`src/rtl/loba_seq_mul_ctrl_if.sv`:
```
// Operand/product handshake bundle for the LOBA multiplier sequencer.
// A transfer happens on a rising clock edge where valid and ready are both high; valid,
// once raised, holds with its payload stable until that edge, and ready may depend on valid.
interface loba_seq_mul_ctrl_if #(
    parameter int N = 16
);
    logic           in_valid;
    logic           in_ready;
    logic [N-1:0]   in_a;
    logic [N-1:0]   in_b;
    logic           out_valid;
    logic           out_ready;
    logic [2*N-1:0] out_p;

    modport master (
        output in_valid, in_a, in_b, out_ready,
        input  in_ready, out_valid, out_p
    );

    modport slave (
        input  in_valid, in_a, in_b, out_ready,
        output in_ready, out_valid, out_p
    );
endinterface

```
`src/rtl/loba_seq_mul_ctrl.sv`:
```
// Multi-cycle leading-one-bit approximate multiplier: one leading-one detector is shared by
// both operands, each operand is cut to a P-bit window and one PxP product is shifted back.
module loba_seq_mul_ctrl #(
    parameter int N = 16,
    parameter int P = 4
) (
    input  logic                clk,
    input  logic                rst,
    loba_seq_mul_ctrl_if.slave  bus,
    output logic                busy,
    output logic [2:0]          dbg_state_o
);
    localparam int KW = (N > 1) ? $clog2(N) : 1;
    localparam int SW = KW + 1;

    localparam logic [2:0] S_IDLE  = 3'd0;
    localparam logic [2:0] S_LOB_A = 3'd1;
    localparam logic [2:0] S_LOB_B = 3'd2;
    localparam logic [2:0] S_MUL   = 3'd3;
    localparam logic [2:0] S_DONE  = 3'd4;

    logic [2:0]     state_q, state_d;
    logic [N-1:0]   a_q, a_d;
    logic [N-1:0]   b_q, b_d;
    logic [KW-1:0]  ka_q, ka_d;
    logic [KW-1:0]  kb_q, kb_d;
    logic [2*N-1:0] p_q, p_d;

    logic           accept;
    logic           zero_in;
    logic [N-1:0]   lod_in;
    logic [KW-1:0]  lod_idx;
    logic [KW-1:0]  sa;
    logic [KW-1:0]  sb;
    logic [P-1:0]   ah;
    logic [P-1:0]   bh;
    logic [2*P-1:0] prod;
    logic [SW-1:0]  shamt;
    logic [2*N-1:0] prod_sh;

    // Amount to drop below the window; operands whose leading one sits inside the
    // window keep every bit, so small operands multiply exactly.
    function automatic logic [KW-1:0] win_shift(input logic [KW-1:0] k);
        if (k >= KW'(P - 1)) begin
            return k - KW'(P - 1);
        end
        return '0;
    endfunction

    // The single detector: its operand is chosen by which LOB state is active.
    assign lod_in = (state_q == S_LOB_B) ? b_q : a_q;

    always_comb begin
        lod_idx = '0;
        for (int i = 0; i < N; i++) begin
            if (lod_in[i]) begin
                lod_idx = KW'(i);
            end
        end
    end

    assign sa      = win_shift(ka_q);
    assign sb      = win_shift(kb_q);
    assign ah      = P'(a_q >> sa);
    assign bh      = P'(b_q >> sb);
    assign prod    = {{P{1'b0}}, ah} * {{P{1'b0}}, bh};
    assign shamt   = {1'b0, sa} + {1'b0, sb};
    assign prod_sh = (2*N)'(prod) << shamt;

    // A pair is taken from IDLE, or from DONE in the same cycle the result drains.
    assign bus.in_ready = !rst && ((state_q == S_IDLE) ||
                                   ((state_q == S_DONE) && bus.out_ready));
    assign accept       = bus.in_ready && bus.in_valid;
    assign zero_in      = (bus.in_a == '0) || (bus.in_b == '0);

    always_comb begin
        state_d = state_q;
        a_d     = a_q;
        b_d     = b_q;
        ka_d    = ka_q;
        kb_d    = kb_q;
        p_d     = p_q;
        case (state_q)
            S_IDLE, S_DONE: begin
                if (accept) begin
                    a_d = bus.in_a;
                    b_d = bus.in_b;
                    if (zero_in) begin
                        p_d     = '0;
                        state_d = S_DONE;
                    end else begin
                        state_d = S_LOB_A;
                    end
                end else if ((state_q == S_DONE) && bus.out_ready) begin
                    state_d = S_IDLE;
                end
            end
            S_LOB_A: begin
                ka_d    = lod_idx;
                state_d = S_LOB_B;
            end
            S_LOB_B: begin
                kb_d    = lod_idx;
                state_d = S_MUL;
            end
            S_MUL: begin
                p_d     = prod_sh;
                state_d = S_DONE;
            end
            default: begin
                state_d = S_IDLE;
            end
        endcase
    end

    always_ff @(posedge clk) begin
        if (rst) begin
            state_q <= S_IDLE;
            a_q     <= '0;
            b_q     <= '0;
            ka_q    <= '0;
            kb_q    <= '0;
            p_q     <= '0;
        end else begin
            state_q <= state_d;
            a_q     <= a_d;
            b_q     <= b_d;
            ka_q    <= ka_d;
            kb_q    <= kb_d;
            p_q     <= p_d;
        end
    end

    assign bus.out_valid = (state_q == S_DONE);
    assign bus.out_p     = p_q;
    assign busy          = (state_q != S_IDLE);
    assign dbg_state_o   = state_q;
endmodule
```
`src/flat_wrapper.sv`:
```
// flat-port wrapper written by rule: the top's interface ports become plain ports
module loba_seq_mul_ctrl_flat 
#(
    parameter int N = 16,
    parameter int P = 4
)
  (clk, rst, busy, dbg_state_o, bus_in_valid, bus_in_a, bus_in_b, bus_out_ready, bus_in_ready, bus_out_valid, bus_out_p);
  loba_seq_mul_ctrl_if #(.N(N)) bus_i ();
  input  logic clk;
  input  logic rst;
  output logic busy;
  output logic [2:0] dbg_state_o;
  input wire logic [$bits(bus_i.in_valid)-1:0] bus_in_valid;
  input wire logic [$bits(bus_i.in_a)-1:0] bus_in_a;
  input wire logic [$bits(bus_i.in_b)-1:0] bus_in_b;
  input wire logic [$bits(bus_i.out_ready)-1:0] bus_out_ready;
  output wire logic [$bits(bus_i.in_ready)-1:0] bus_in_ready;
  output wire logic [$bits(bus_i.out_valid)-1:0] bus_out_valid;
  output wire logic [$bits(bus_i.out_p)-1:0] bus_out_p;
  assign bus_i.in_valid = bus_in_valid;
  assign bus_i.in_a = bus_in_a;
  assign bus_i.in_b = bus_in_b;
  assign bus_i.out_ready = bus_out_ready;
  assign bus_in_ready = bus_i.in_ready;
  assign bus_out_valid = bus_i.out_valid;
  assign bus_out_p = bus_i.out_p;
  loba_seq_mul_ctrl #(.N(N), .P(P)) u_core (.clk(clk), .rst(rst), .bus(bus_i), .busy(busy), .dbg_state_o(dbg_state_o));
endmodule
```
`config.mk`:
```
export PLATFORM = sky130hd
export DESIGN_NAME = loba_seq_mul_ctrl_flat
export DESIGN_NICKNAME = d
export VERILOG_FILES = /design/src/rtl/loba_seq_mul_ctrl_if.sv /design/src/rtl/loba_seq_mul_ctrl.sv /design/src/flat_wrapper.sv
export SDC_FILE = /design/constraint.sdc
export NUM_CORES = 1
export LEC_CHECK = 0
export BUFFER_PORTS_ARGS = -buffer_cell sky130_fd_sc_hd__buf_2
export CORE_MARGIN = 4
export CORE_UTILIZATION = 35
export DETAILED_ROUTE_END_ITERATION = 12
export SLEW_MARGIN = 15
export SYNTH_ARGS = -nofsm -noshare
export SYNTH_HDL_FRONTEND = slang
export SYNTH_SLANG_ARGS = --single-unit
```
`constraint.sdc`:
```
create_clock -name clk -period 11.7 [get_ports clk]
set_input_delay 1.17 -clock clk [delete_from_list [all_inputs] [get_ports clk]]
set_output_delay 1.17 -clock clk [all_outputs]
set_load 0.05 [all_outputs]
```
Yosys cells after proc, flatten, opt, wreduce, memory -nomap -nowiden
Cells that the tools add are included.

word-level totals
  output and inout port bits = 38
  input port bits = 36
  logic and storage cells = 65
  register bits = 75

operators by class
  $mul = 1
  reductions and logical operators = 14
  $add $sub $neg = 3
  mux-type cells = 29
  shift operators = 3
  magnitude comparators = 2
  eq/ne operators = 7

operators with widths
  cell                                                                                  count
  32-bit 2-to-1 mux                                                                     2
  32-bit one-hot mux with 2 select lines                                                1
  4-bit 2-to-1 mux                                                                      12
  16-bit logical NOT                                                                    2
  8-bit by 5-bit << shifter with 32-bit output                                          1
  16-bit by 4-bit >> shifter with 4-bit output                                          2
  3-bit 2-to-1 mux                                                                      7
  16-bit 2-to-1 mux                                                                     1
  3-bit one-hot mux with 4 select lines                                                 1
  4-bit by 2-bit greater-or-equal comparator with 1-bit output (second input constant)  2
  4-bit by 4-bit multiplier with 8-bit output                                           1
  4-bit by 2-bit subtractor with 4-bit output (second input constant)                   2
  3-bit by 2-bit equality test with 1-bit output (second input constant)                2
  4-bit by 4-bit adder with 5-bit output                                                1
  2-bit 2-to-1 mux                                                                      2
  2-bit by 1-bit != test with 1-bit output (second input constant)                      2
  3-bit by 1-bit equality test with 1-bit output (second input constant)                1
  3-bit equality test (second input constant)                                           1
  1-bit logical AND                                                                     3
  3-bit logical NOT                                                                     1
  1-bit 2-to-1 mux                                                                      3
  3-bit by 1-bit != test with 1-bit output (second input constant)                      1
  3-bit AND reduction                                                                   1
  3-bit nonzero test                                                                    1
  5 further kinds                                                                       6

Longest topological paths before layout
Gate-level depths: netlist of the first run.

  depth in word-level cells = 17
  depth in mapped cells = 25
  gate-level depth less buffers = 23

Worst setup path before layout of the first run
No wires, ideal clock.

  path type = register to register
  start point = reg u_core.ka_q[0]
  end point = reg u_core.p_q[31] (netlist: u_core.bus.out_p[31])
  clock period less this slack = 5254 ps
  arrival time = 5136 ps
  slack = 6446 ps
  stages on the path, launching flop included = 24
  library setup time = 117 ps
  required time = 11583 ps
  path buffers = 2
  cells stage by stage = dfxtp_1 -> ha_1 -> buf_2 -> nor3_1 -> nor2_1 -> clkbuf_1 -> mux2i_1 -> nor3_1 -> a311oi_1 -> a31oi_1 -> nand2_1 -> fa_1 -> inv_1 -> fa_1 -> inv_1 -> fa_1 -> nand2b_1 -> a21oi_1 -> xor2_1 -> a211o_1 -> mux2_2 -> nor2_1 -> a31oi_1 -> a32o_1

between the ends
  longest elaborated chain between the ends = 7
  elaborated cells on any way between the ends = 10
  those cells by class = add/sub (2); mul (1); order compare (1); shift (2); mux (4)

RTL lines
  what                                                                                                                         RTL line                                          text
  start: declaration                                                                                                           loba_seq_mul_ctrl.sv:25                           logic [KW-1:0] ka_q, ka_d;
  start signal: assignment                                                                                                     loba_seq_mul_ctrl.sv:128                          ka_q <= ka_d;
  4-bit by 2-bit subtractor with 4-bit output or 4-bit by 2-bit greater-or-equal comparator with 1-bit output (tied branches)  loba_seq_mul_ctrl.sv:45, loba_seq_mul_ctrl.sv:44
  4-bit 2-to-1 mux or 1-bit 2-to-1 mux (tied branches)                                                                         loba_seq_mul_ctrl.sv:44                           if (k >= KW'(P - 1)) begin
  4-bit 2-to-1 mux *                                                                                                           loba_seq_mul_ctrl.sv:47                           return '0;
  16-bit by 4-bit >> shifter with 4-bit output                                                                                 loba_seq_mul_ctrl.sv:64                           assign ah = P'(a_q >> sa);
  4-bit by 4-bit multiplier with 8-bit output                                                                                  loba_seq_mul_ctrl.sv:66                           assign prod = {{P{1'b0}}, ah} * {{P{1'b0}}, bh};
  8-bit by 5-bit << shifter with 32-bit output *                                                                               loba_seq_mul_ctrl.sv:68                           assign prod_sh = (2*N)'(prod) << shamt;
  32-bit one-hot mux with 2 select lines *                                                                                     loba_seq_mul_ctrl.sv:83                           case (state_q)
  end signal: assignment                                                                                                       loba_seq_mul_ctrl.sv:130                          p_q <= p_d;
  end: declaration                                                                                                             loba_seq_mul_ctrl.sv:27                           logic [2*N-1:0] p_q, p_d;

Every way passes the cells marked *; elsewhere a longest branch is shown, timed or not. The select of a mux whose other input is x is not followed.
A chain may end at the register's enable or synchronous reset.

Worst setup path after layout of the first run
Ends and elaborated chain as after synthesis.

==> results of run 1 <==
-- stage by stage --
step	cell area [um2]	setup WS (ns)	hold WS, ns	cells	total power [mW]
final	6070	5.40	0.445	931	0.780
after floorplan	5380	6.45	0.432	693	0.444
after CTS	6060	5.48	0.445	931	0.786
after global routing	6070	4.84	0.466	931	0.824
after detailed placement	5740	5.50	0.439	915	0.485
after global placement	5740	5.42	0.439	915	0.486
-- placed cells by master (no fill, tap or decap), drive strengths merged, types with 4 or more instances in the layout --
cell	count
nor4	11
and2	16
a21o	6
a22oi	4
o31ai	5
clkinv	5
nor2	41
a22o	11
a31oi	9
nor2b	14
nand2b	8
ha	18
mux2	6
buf	75
nand3b	4
nand3	12
a211oi	16
a21oi	75
o21ai	32
clkbuf	9
mux2i	26
dfxtp	75
inv	25
xnor2	4
fa	5
mux4	6
nor3	20
xor2	6
a311oi	4
o211ai	8
or3	8
o21bai	4
nand2	128
nor3b	4
-- registers in the layout (all words and copies together) (netlist names) --
name                flops
u_core.dbg_state_o      3
u_core.a_q             16
u_core.bus.out_p       32
u_core.ka_q             4
u_core.b_q             16
u_core.kb_q             4
-- area by class of cell --
class | count | area (um2) | share of cell area
multi-input cells | 551 | 3540 | 0.583
flip-flops and latches | 75 | 1500 | 0.247
repair buffers | 75 | 380 | 0.0627
well taps | 188 | 235 | 0.0387
clock buffers | 9 | 225 | 0.0371
inverters | 26 | 97.6 | 0.0161
clock inverters | 7 | 91.3 | 0.0150
-- kinds of logic after synthesis --
family / after synthesis / synth area share
xor+xnor: 10 / 0.0163
buf+inv: 67 / 0.0658
fa+ha+maj: 23 / 0.0605
simple gates: 278 / 0.244
flops: 75 / 0.279
compound gates: 202 / 0.248
mux: 38 / 0.0861
-- power breakdown --
group / internal [mW] / switching (mW) / leakage [nW] / total [mW]
registers: 0.265 / 0.0183 / 0.608 / 0.283
logic: 0.0754 / 0.125 / 1.81 / 0.200
clock network: 0.186 / 0.111 / 0.156 / 0.297
total: 0.526 / 0.254 / 2.57 / 0.780
-- worst max-delay path, delay by kind of cell (launching register included) --
family,cells,cell delay (ns)
XOR/XNOR,1,0.10
multiplexers,2,0.47
AND/OR/NAND/NOR,6,1.58
adder cells (fa/ha/maj),4,1.97
AO/OA/AOI/OAI,6,1.31
buffers and inverters,2,0.11
flip-flops,1,0.64
-- routing by layer --
metal  vias to the layer above  global-route usage  share of wire  routed length, um
met3                        15              0.0458          0.051                782
met5                         -                   0              0                  0
li1                       2598                   -              -                  -
met2                       120               0.266           0.45               6770
met4                         0              0.0478          0.018                268
met1                      2468               0.236           0.49               7380
-- path summary, 6_finish.rpt --
check                               to  slack [ns]                 start  depth (start not counted)
setup / recovery  u_core.bus.out_p[31]        5.40        u_core.ka_q[0]                         21
hold / removal    u_core.bus.out_p[25]        0.44  u_core.bus.out_p[25]                          2
setup reg to reg  u_core.bus.out_p[31]        5.40        u_core.ka_q[0]                         21
hold reg to reg   u_core.bus.out_p[25]        0.44  u_core.bus.out_p[25]                          2
==> results.ini, run 1 <==
[synthesis]
async_flop_share = 0
synth_area_leaders = dfxtp_1 (28%), nand2_1 (8.9%), a21oi_1 (6.8%)
synth-edff-count = 0
synth_top_cells_by_count = nand2_1 (128), dfxtp_1 (75), a21oi_1 (73), nor2_1 (41), o21ai_0 (27)
yosysTopAreaCellShare = 0.279
ys_seq_area_frac = 0.279
ys_ff_latch = 75
syn_avg_cell_area_um2 = 7.76
ys_warn_count = 0
synth_flop_cell = dfxtp_1
syn_inst = 693
syn_area_mm2 = 0.00538
synth.net_count = 752
ys_types = 74
synth_most_common_cell = nand2_1
yosysTopAreaCell = dfxtp_1

[detailed_routing]
drt-total-wl_mm = 15.2
wl_per_cell_um = 16.3
via_per_inst = 5.59
drc_errors = 0
drt_iter0_drc = 448
vias = 5201
ant_nets = 0
dr.pass1.iters = 6

[placed_design]
dp_hpwl_mm = 11.3
io_buffers = 73
gp_congestion = 0.892

[worst_setup_path]
critPathMostFrequentCell = fa_1
crit_arrival_ns = 6.55
slowest_stage = nor2_1
required_ns = 11.94
path_max_fanout = 16
cp-end-kind = flip-flop
cp-start-kind = flip-flop
crit_type = reg -> reg
critical_path.max_stage_delay_ns = 0.85
crit_path_cell_trace = ha_1 > nor3_1 > nor2_1 > mux2i_1 > nor3_1 > a311oi_1 > a31oi_1 > nand2_1 > fa_1 > inv_1 > fa_1 > inv_1 > fa_1 > nand2b_1 > a21oi_1 > xor2_1 > a211o_1 > mux2_2 > nor2_1 > a31oi_1 > a32o_1

[grt]
grt_pass1_wl_mm = 24.8
gr-total-overflow = 0
grt_pass1_vias = 4811
antenna_found_initial = 0
grt_max_degree = 53
track_usage = 0.172

[cts]
cts.sinks = 75
htree_levels = 3
postCtsSetupRepairBufs = 0
cts_tree = built
clkLatencyLatePin_ns = 0.35
cts_root_buffer = clkbuf_16
clk_pin_slew_ns = 0.06
hold_buffers = 0
numCtsBuffers = 9
clockBufferDepth = 2
cts-resized-gates = 0

[cells_and_area]
fill_cells = 1575
utilization = 0.401
final_nets = 797
syn_to_final_growth_pct = 12.9
antenna_cells = 0
drive_gt1_frac = 0.166

[sta]
finClkSkew_ns = 0.00764
max_slew.worst_pin.slew_ns = 1.12
setup_violations = 0
max-slew-margin-rel = 0.251
fin_crit_ns = 6.30
fmax_ghz = 0.159
setup_tns_ns = 0
rsz0062_at_grt = no
finalHoldViolations = 0
post-route-period-util = 0.539
maxSlewViolCount = 0

[floorplanning]
die_h_um = 132
rows = 45
core_region_area_mm2 = 0.0151
start_util = 0.355
die_area_mm2 = 0.0174
io-pin-count = 74
die_x_um = 132

[power_and_ir_drop]
p_leak_nw = 2.57
ir_worst_vdd_uv = 70.2
powerDensity_mw_per_mm2 = 128

[hold_path]
holdCritPathClass = reg -> reg

[run_status]
status = finished, final reports clean

[run]
max_cap_violations = 0

Note: power is estimated with default switching activity, not from simulation.
==> run 2: changes to the inputs <==
Settings changed: ABC_AREA set to 1.
Clock period 11.7 ns to 5.5 ns, I/O delays scaled along.
==> run 2 against run 1 <==
  * Final cell count grew 17%
  * Clock skew increased by 0.0044 ns
  * Sequential power increased by 110%
  * Synthesized cell count up 22%
  * Count of clock-buffer cells in the layout did not move
  * Critical path type unchanged
  * Largest power group is now combinational cells
  * Critical path depth grew 2
  * Highest routed layer is now met5
  * Global-route usage is 0.19 points lower
  * Wire length is 2.8% lower
  * Synthesized area increased by 0.49%
  * Setup slack lost 4.9 ns
  * Fmax up 26%
==> results.ini, run 2 <==
[sta]
max-slew-margin-rel = 0.359  ; +0.107
fin_crit_ns = 5.01  ; -1.29 ns
rsz0062_at_grt = no
finClkSkew_ns = 0.0121  ; +0.00443 ns
setup_violations = 0  ; unchanged
post-route-period-util = 0.911  ; +0.372
fin_hold_ws_ns = 0.460  ; +0.0150 ns
finalHoldViolations = 0  ; unchanged
setup_ws_ns = 0.489  ; -4.91 ns
fmax_ghz = 0.200  ; +26%
max_slew.worst_pin.slew_ns = 0.961  ; -0.154 ns
setup_tns_ns = 0  ; unchanged
maxSlewViolCount = 0  ; unchanged

[cells_and_area]
syn_to_final_growth_pct = 13.4
utilization = 0.404  ; +0.00363
fill_cells = 1615  ; +2.5%
multi_input_area_mm2 = 0.00324  ; -8.5%
final_nets = 955  ; +20%
largest_reg_flops = 32  ; unchanged
drive_gt1_frac = 0.154  ; -0.0113
final_common_cell = nand2_1
antenna_cells = 0  ; unchanged
seq_area_mm2 = 0.00150  ; unchanged
layout_common_cells = nand2_1 (222), inv_1 (102), o21ai_0 (94), nand3_1 (82), dfxtp_1 (75)

[worst_setup_path]
cp-end-kind = flip-flop
crit_arrival_ns = 5.28  ; -1.27 ns
cp-start-kind = flip-flop
required_ns = 5.77  ; -6.17 ns
reg2reg_from = u_core.kb_q[0]
crit_start = u_core.kb_q[0]
crit_type = reg -> reg
path_max_fanout = 26  ; +10

[synthesis]
ys_warn_count = 0  ; unchanged
synth_most_common_cell = nand2_1
ys_types = 42  ; -43%
ys_ff_latch = 75  ; unchanged
yosysTopAreaCellShare = 0.278  ; -0.00136
syn_area_mm2 = 0.00540  ; +0.49%
synth_flop_cell = dfxtp_1
async_flop_share = 0  ; unchanged
synth-edff-count = 0  ; unchanged
ys_seq_area_frac = 0.278  ; -0.00136
synth_top_cells_by_count = nand2_1 (222), inv_1 (103), o21ai_0 (98), nand3_1 (82), dfxtp_1 (75)
synth.net_count = 902  ; +20%
synth_area_leaders = dfxtp_1 (28%), nand2_1 (15%), o21ai_0 (9.1%)
yosysTopAreaCell = dfxtp_1
syn_avg_cell_area_um2 = 6.41  ; -17%
syn_inst = 843  ; +22%

[cts]
clockBufferDepth = 2  ; unchanged
cts_root_buffer = clkbuf_16
clkLatencyLatePin_ns = 0.35  ; about the same
hold_buffers = 0  ; unchanged
cts.sinks = 75  ; unchanged
numCtsBuffers = 9  ; unchanged
clk_pin_slew_ns = 0.06  ; about the same
cts_tree = built
htree_levels = 3  ; unchanged

[floorplanning]
rows = 45  ; unchanged
die_area_mm2 = 0.0175  ; +0.46%
die_h_um = 132  ; +0.23%
core_region_area_mm2 = 0.0151  ; unchanged
start_util = 0.357  ; +0.00173
io-pin-count = 74  ; unchanged
die_x_um = 132  ; +0.23%

[grt]
grt_max_degree = 65  ; +23%
met2_usage = 0.277  ; +0.0108
antenna_found_initial = 1  ; +1
grt_pass1_vias = 5051  ; +5.0%
track_usage = 0.170  ; -0.00186
grt_pass1_wl_mm = 24.6  ; -0.61%
gr-total-overflow = 0  ; unchanged
busiest_layer = met2
use_met3 = 0.0347  ; -0.0111
grt_util_met1 = 0.224  ; -0.0122

[power_and_ir_drop]
p_leak_nw = 2.86  ; +11%
seqPwrFrac = 0.292  ; -0.071
power_switching_mw = 0.802  ; +220%
p_sw_frac = 0.398  ; +0.0722
total_power_mw = 2.02  ; +160%
p_comb_frac = 0.388  ; +0.131
ir_worst_vdd_uv = 172  ; +140%
powerDensity_mw_per_mm2 = 329  ; +160%
power.share.clock = 0.321  ; -0.060
internal_power_mw = 1.21  ; +130%

[detailed_routing]
drt-total-wl_mm = 14.8  ; -2.8%
via_per_inst = 5.09  ; -8.9%
wl_per_cell_um = 13.6  ; -17%
ant_nets = 0  ; unchanged
dr.pass1.iters = 5  ; -1
drc_errors = 0  ; unchanged
vias = 5544  ; +6.6%
drt_iter0_drc = 355  ; -21%

[placed_design]
io_buffers = 73  ; unchanged
place_ws_ns = 0.207  ; -5.29 ns
gp_congestion = 0.895  ; +0.37%
dp_hpwl_mm = 11.3  ; -0.19%

[run]
max_cap_violations = 0  ; unchanged

[hold_path]
hp-start = u_core.bus.out_p[22]
holdCritPathClass = reg -> reg

[run_status]
status = finished, final reports clean

## run 2: worst paths after layout
| kind | endpoint | slack [ns] | depth (start not counted) |
|---|---|---|---|
| min | u_core.bus.out_p[22] | 0.46 | 2 |
| max | u_core.bus.out_p[13] | 0.49 | 23 |
| max reg2reg | u_core.bus.out_p[13] | 0.49 | 23 |
| min reg2reg | u_core.bus.out_p[22] | 0.46 | 2 |
## run 2: what timing repair did
item,4_1_cts,5_1_grt
setup buffers,0,2
setup endpoints to repair,0,26
resized for setup,0,7
## run 2: routing by layer
layer / routed length (um) / share of wire / up-vias
met4: 396 / 0.027 / 2
met3: 642 / 0.043 / 24
li1: - / - / 2896
met5: 13 / 0.00088 / -
met1: 6910 / 0.47 / 2497
met2: 6810 / 0.46 / 125
## run 2: power groups by stage
stage	Combinational, mW	Sequential, mW	Clock [mW]
6_report	0.781	0.588	0.647
5_1_grt	0.899	0.591	0.679
4_1_cts	0.775	0.588	0.660
3_5_place_dp	0.770	0.600	0
3_3_place_gp	0.773	0.599	0
2_1_floorplan	0.608	0.604	0
## run 2: worst max-delay path, cell delays in order, from the launching register on
cell and delay (ns):
dfxtp_1 0.40, ha_1 0.19, inv_1 0.09, nand2_4 0.12, nand2_4 0.17, o21ai_1 0.31, nand2_1 0.09, o211ai_1 0.09
o21ai_0 0.13, o21ai_0 0.16, buf_4 0.14, nand2_1 0.06, fa_1 0.53, inv_1 0.05, fa_1 0.56, inv_1 0.07
fa_1 0.45, o21ai_0 0.23, xor2_1 0.20, or2_2 0.15, nand3_1 0.11, o21ai_0 0.34, nand3_1 0.15, a21oi_2 0.14
## run 2: area by class of cell
| class | instances | share of cell area |
|---|---|---|
| Clock buffer | 9 | 0.0368 |
| Clock inverter | 7 | 0.0163 |
| Inverter | 109 | 0.0676 |
| Multi-Input combinational cell | 622 | 0.529 |
| Sequential cell | 75 | 0.245 |
| Tap cell | 188 | 0.0384 |
| Timing Repair Buffer | 79 | 0.0670 |
## run 2: logic make-up (layout without fill, tap and decap cells)
| kind of cell | count (synthesis) | in the layout | share of synthesized area |
|---|---|---|---|
| and+or+nand+nor | 392 | 392 | 0.326 |
| adders and majority gates | 23 | 23 | 0.0602 |
| buffers and inverters | 146 | 204 | 0.124 |
| DFF | 75 | 75 | 0.278 |
| AOI/OAI and AO/OA | 201 | 201 | 0.202 |
| xor gates and xnor gates | 6 | 6 | 0.00972 |
## run 2: stage by stage
| stage | instances | cell area (um2) |
|---|---|---|
| after floorplan | 843 | 5400 |
| after global placement | 1071 | 5770 |
| after detailed placement | 1071 | 5770 |
| after CTS | 1087 | 6100 |
| after global routing | 1089 | 6130 |
| final | 1089 | 6130 |
==> run 3: changes to the inputs <==
--- a/config.mk
+++ b/config.mk
@@ -12,2 +12,3 @@
 export DETAILED_ROUTE_END_ITERATION = 12
+export MAX_ROUTING_LAYER = met4
 export SLEW_MARGIN = 15
==> constraint.sdc (replaced) <==
create_clock -name clk -period 5.5 [get_ports clk]
set_input_delay 0.275 -clock clk [delete_from_list [all_inputs] [get_ports clk]]
set_output_delay 0.275 -clock clk [all_outputs]
set_load 0.05 [all_outputs]
==> run 3 against run 2 <==
  * Final area decreased by 0.41%
  * Non-clock buffer count unchanged
  * Sequential power about the same
  * Count of clock-buffer cells in the layout unchanged
  * Global-route usage increased by 0.37 points
  * Total power decreased by 1.6%
==> results.ini, run 3 (same netlist as run 2, synthesis figures left out) <==
[sta]
finalHoldViolations = 0  ; unchanged
max_slew.worst_pin.slew_ns = 0.937  ; -0.0241 ns
rsz0062_at_grt = no
maxSlewViolCount = 0  ; unchanged
setup_tns_ns = 0  ; unchanged
max-slew-margin-rel = 0.375  ; +0.0161
post-route-period-util = 0.913  ; +0.00153
setup_violations = 0  ; unchanged
fmax_ghz = 0.199  ; -0.17%
finClkSkew_ns = 0.0115  ; -0.000535 ns
setup_ws_ns = 0.480  ; -0.00842 ns
fin_crit_ns = 5.02  ; +0.00842 ns

[grt]
grt_pass1_vias = 4922  ; -2.6%
grt_pass1_wl_mm = 24.5  ; -0.75%
track_usage = 0.173  ; +0.00366
gr-total-overflow = 0  ; unchanged
grt_max_degree = 65  ; unchanged
antenna_found_initial = 0  ; -1

[power_and_ir_drop]
power_switching_mw = 0.812  ; +1.3%
p_sw_frac = 0.409  ; +0.0115
internal_power_mw = 1.17  ; -3.5%
p_comb_frac = 0.392  ; +0.004
p_leak_nw = 2.84  ; -0.46%
power.share.clock = 0.312  ; -0.009
powerDensity_mw_per_mm2 = 325  ; -1.2%
ir_worst_vdd_uv = 171  ; -0.72%
seqPwrFrac = 0.296  ; +0.004

[worst_setup_path]
crit_arrival_ns = 5.30  ; +0.02 ns
path_max_fanout = 24  ; -7.7%
reg2reg_setup_slack_ns = 0.48  ; about the same
required_ns = 5.78  ; about the same
cp-start-kind = flip-flop
cp-end-kind = flip-flop
crit_type = reg -> reg

[floorplanning]
die_h_um = 132  ; unchanged
core_region_area_mm2 = 0.0151  ; unchanged
io-pin-count = 74  ; unchanged
start_util = 0.357  ; unchanged
rows = 45  ; unchanged
die_area_mm2 = 0.0175  ; unchanged
die_x_um = 132  ; unchanged

[hold_path]
holdCritPathClass = in -> reg

[cells_and_area]
syn_to_final_growth_pct = 12.9
drive_gt1_frac = 0.153  ; -0.00111
antenna_cells = 0  ; unchanged
final_nets = 955  ; unchanged
fill_cells = 1636  ; +1.3%
final_common_cell = nand2_1
stdcell_area_mm2 = 0.00610  ; -0.41%
layout_common_cells = nand2_1 (222), inv_1 (102), o21ai_0 (96), nand3_1 (82), dfxtp_1 (75)
largest_reg_flops = 32  ; unchanged

[cts]
clkLatencyLatePin_ns = 0.35  ; about the same
hold_buffers = 0  ; unchanged
cts_root_buffer = clkbuf_16
numCtsBuffers = 9  ; unchanged
clk_pin_slew_ns = 0.07  ; about the same
clockBufferDepth = 2  ; unchanged
cts_tree = built
htree_levels = 3  ; unchanged
cts.sinks = 75  ; unchanged

[detailed_routing]
drc_errors = 0  ; unchanged
dr.pass1.iters = 5  ; unchanged
wl_per_cell_um = 13.6  ; about the same
drt-total-wl_mm = 14.8  ; about the same
vias = 5500  ; -0.79%
ant_nets = 0  ; unchanged
via_per_inst = 5.05  ; -0.79%
drt_iter0_drc = 388  ; +9.3%

[placed_design]
gp_congestion = 0.921  ; +2.8%
io_buffers = 73  ; unchanged
dp_hpwl_mm = 11.2  ; -0.39%
placed_area_mm2 = 0.00577  ; unchanged
place_ws_ns = 0.275  ; +0.0682 ns

[run_status]
status = finished, final reports clean

[run]
max_cap_violations = 0  ; unchanged

==> run 3: repair_timing <==
action,in CTS,in global routing
setup endpoints to repair,0,26
resized for setup,0,3
setup buffers,0,2
==> run 3: metal layers <==
metal	vias up	track usage	part of all wire
li1	2899	-	-
met1	2457	0.226	0.48
met2	124	0.272	0.46
met3	20	0.0332	0.043
met4	0	0.0577	0.024
met5	-	-	0
==> run 3: worst max-delay path, stage by stage, from the launching register on <==
cell      delay (ns)
dfxtp_1         0.39
ha_1            0.18
inv_2           0.07
nand2_4         0.15
nand2_4         0.17
o21ai_0         0.29
nand2_1         0.09
o211ai_1        0.09
o21ai_0         0.11
o21ai_1         0.31
nand3_1         0.16
fa_1            0.53
inv_1           0.05
fa_1            0.55
inv_1           0.06
fa_1            0.45
o21ai_0         0.22
xor2_1          0.18
or2_2           0.14
nand3_1         0.11
o21ai_0         0.35
nand3_1         0.15
a21oi_2         0.14
==> run 3: power by group through the flow <==
| stage | registers (mW) | clock network, mW | logic (mW) |
|---|---|---|---|
| 3_5_place_dp | 0.599 | 0 | 0.772 |
| 2_1_floorplan | 0.604 | 0 | 0.608 |
| 5_1_grt | 0.590 | 0.657 | 0.893 |
| 3_3_place_gp | 0.599 | 0 | 0.772 |
| 6_report | 0.587 | 0.619 | 0.777 |
| 4_1_cts | 0.587 | 0.631 | 0.774 |
==> run 3: area by class of cell <==
| type | instances | area [um2] | share of cell area |
|---|---|---|---|
| clock inverters | 7 | 83.8 | 0.0137 |
| flip-flops and latches | 75 | 1500 | 0.246 |
| inverters | 109 | 414 | 0.0679 |
| multi-input cells | 622 | 3230 | 0.530 |
| repair buffers | 79 | 410 | 0.0673 |
| well taps | 188 | 235 | 0.0386 |
| clock buffers | 9 | 225 | 0.0369 |
==> run 3: metrics by stage <==
step / util / hold WS [ns] / std cells / power [mW]
after floorplan: - / 0.430 / 843 / 1.21
after global placement: 0.381 / 0.449 / 1071 / 1.37
after detailed placement: 0.381 / 0.449 / 1071 / 1.37
after CTS: 0.402 / 0.213 / 1087 / 1.99
after global routing: 0.403 / 0.227 / 1089 / 2.14
final: 0.403 / 0.225 / 1089 / 1.98
==> run 3: final timing paths <==
| path | from | cells past startpoint | end |
|---|---|---|---|
| min reg2reg | u_core.bus.out_p[11] | 2 | u_core.bus.out_p[11] |
| max reg2reg | u_core.ka_q[0] | 22 | u_core.bus.out_p[29] |
| min | bus_in_a[5] | 3 | u_core.a_q[5] |
| max | u_core.ka_q[0] | 22 | u_core.bus.out_p[29] |
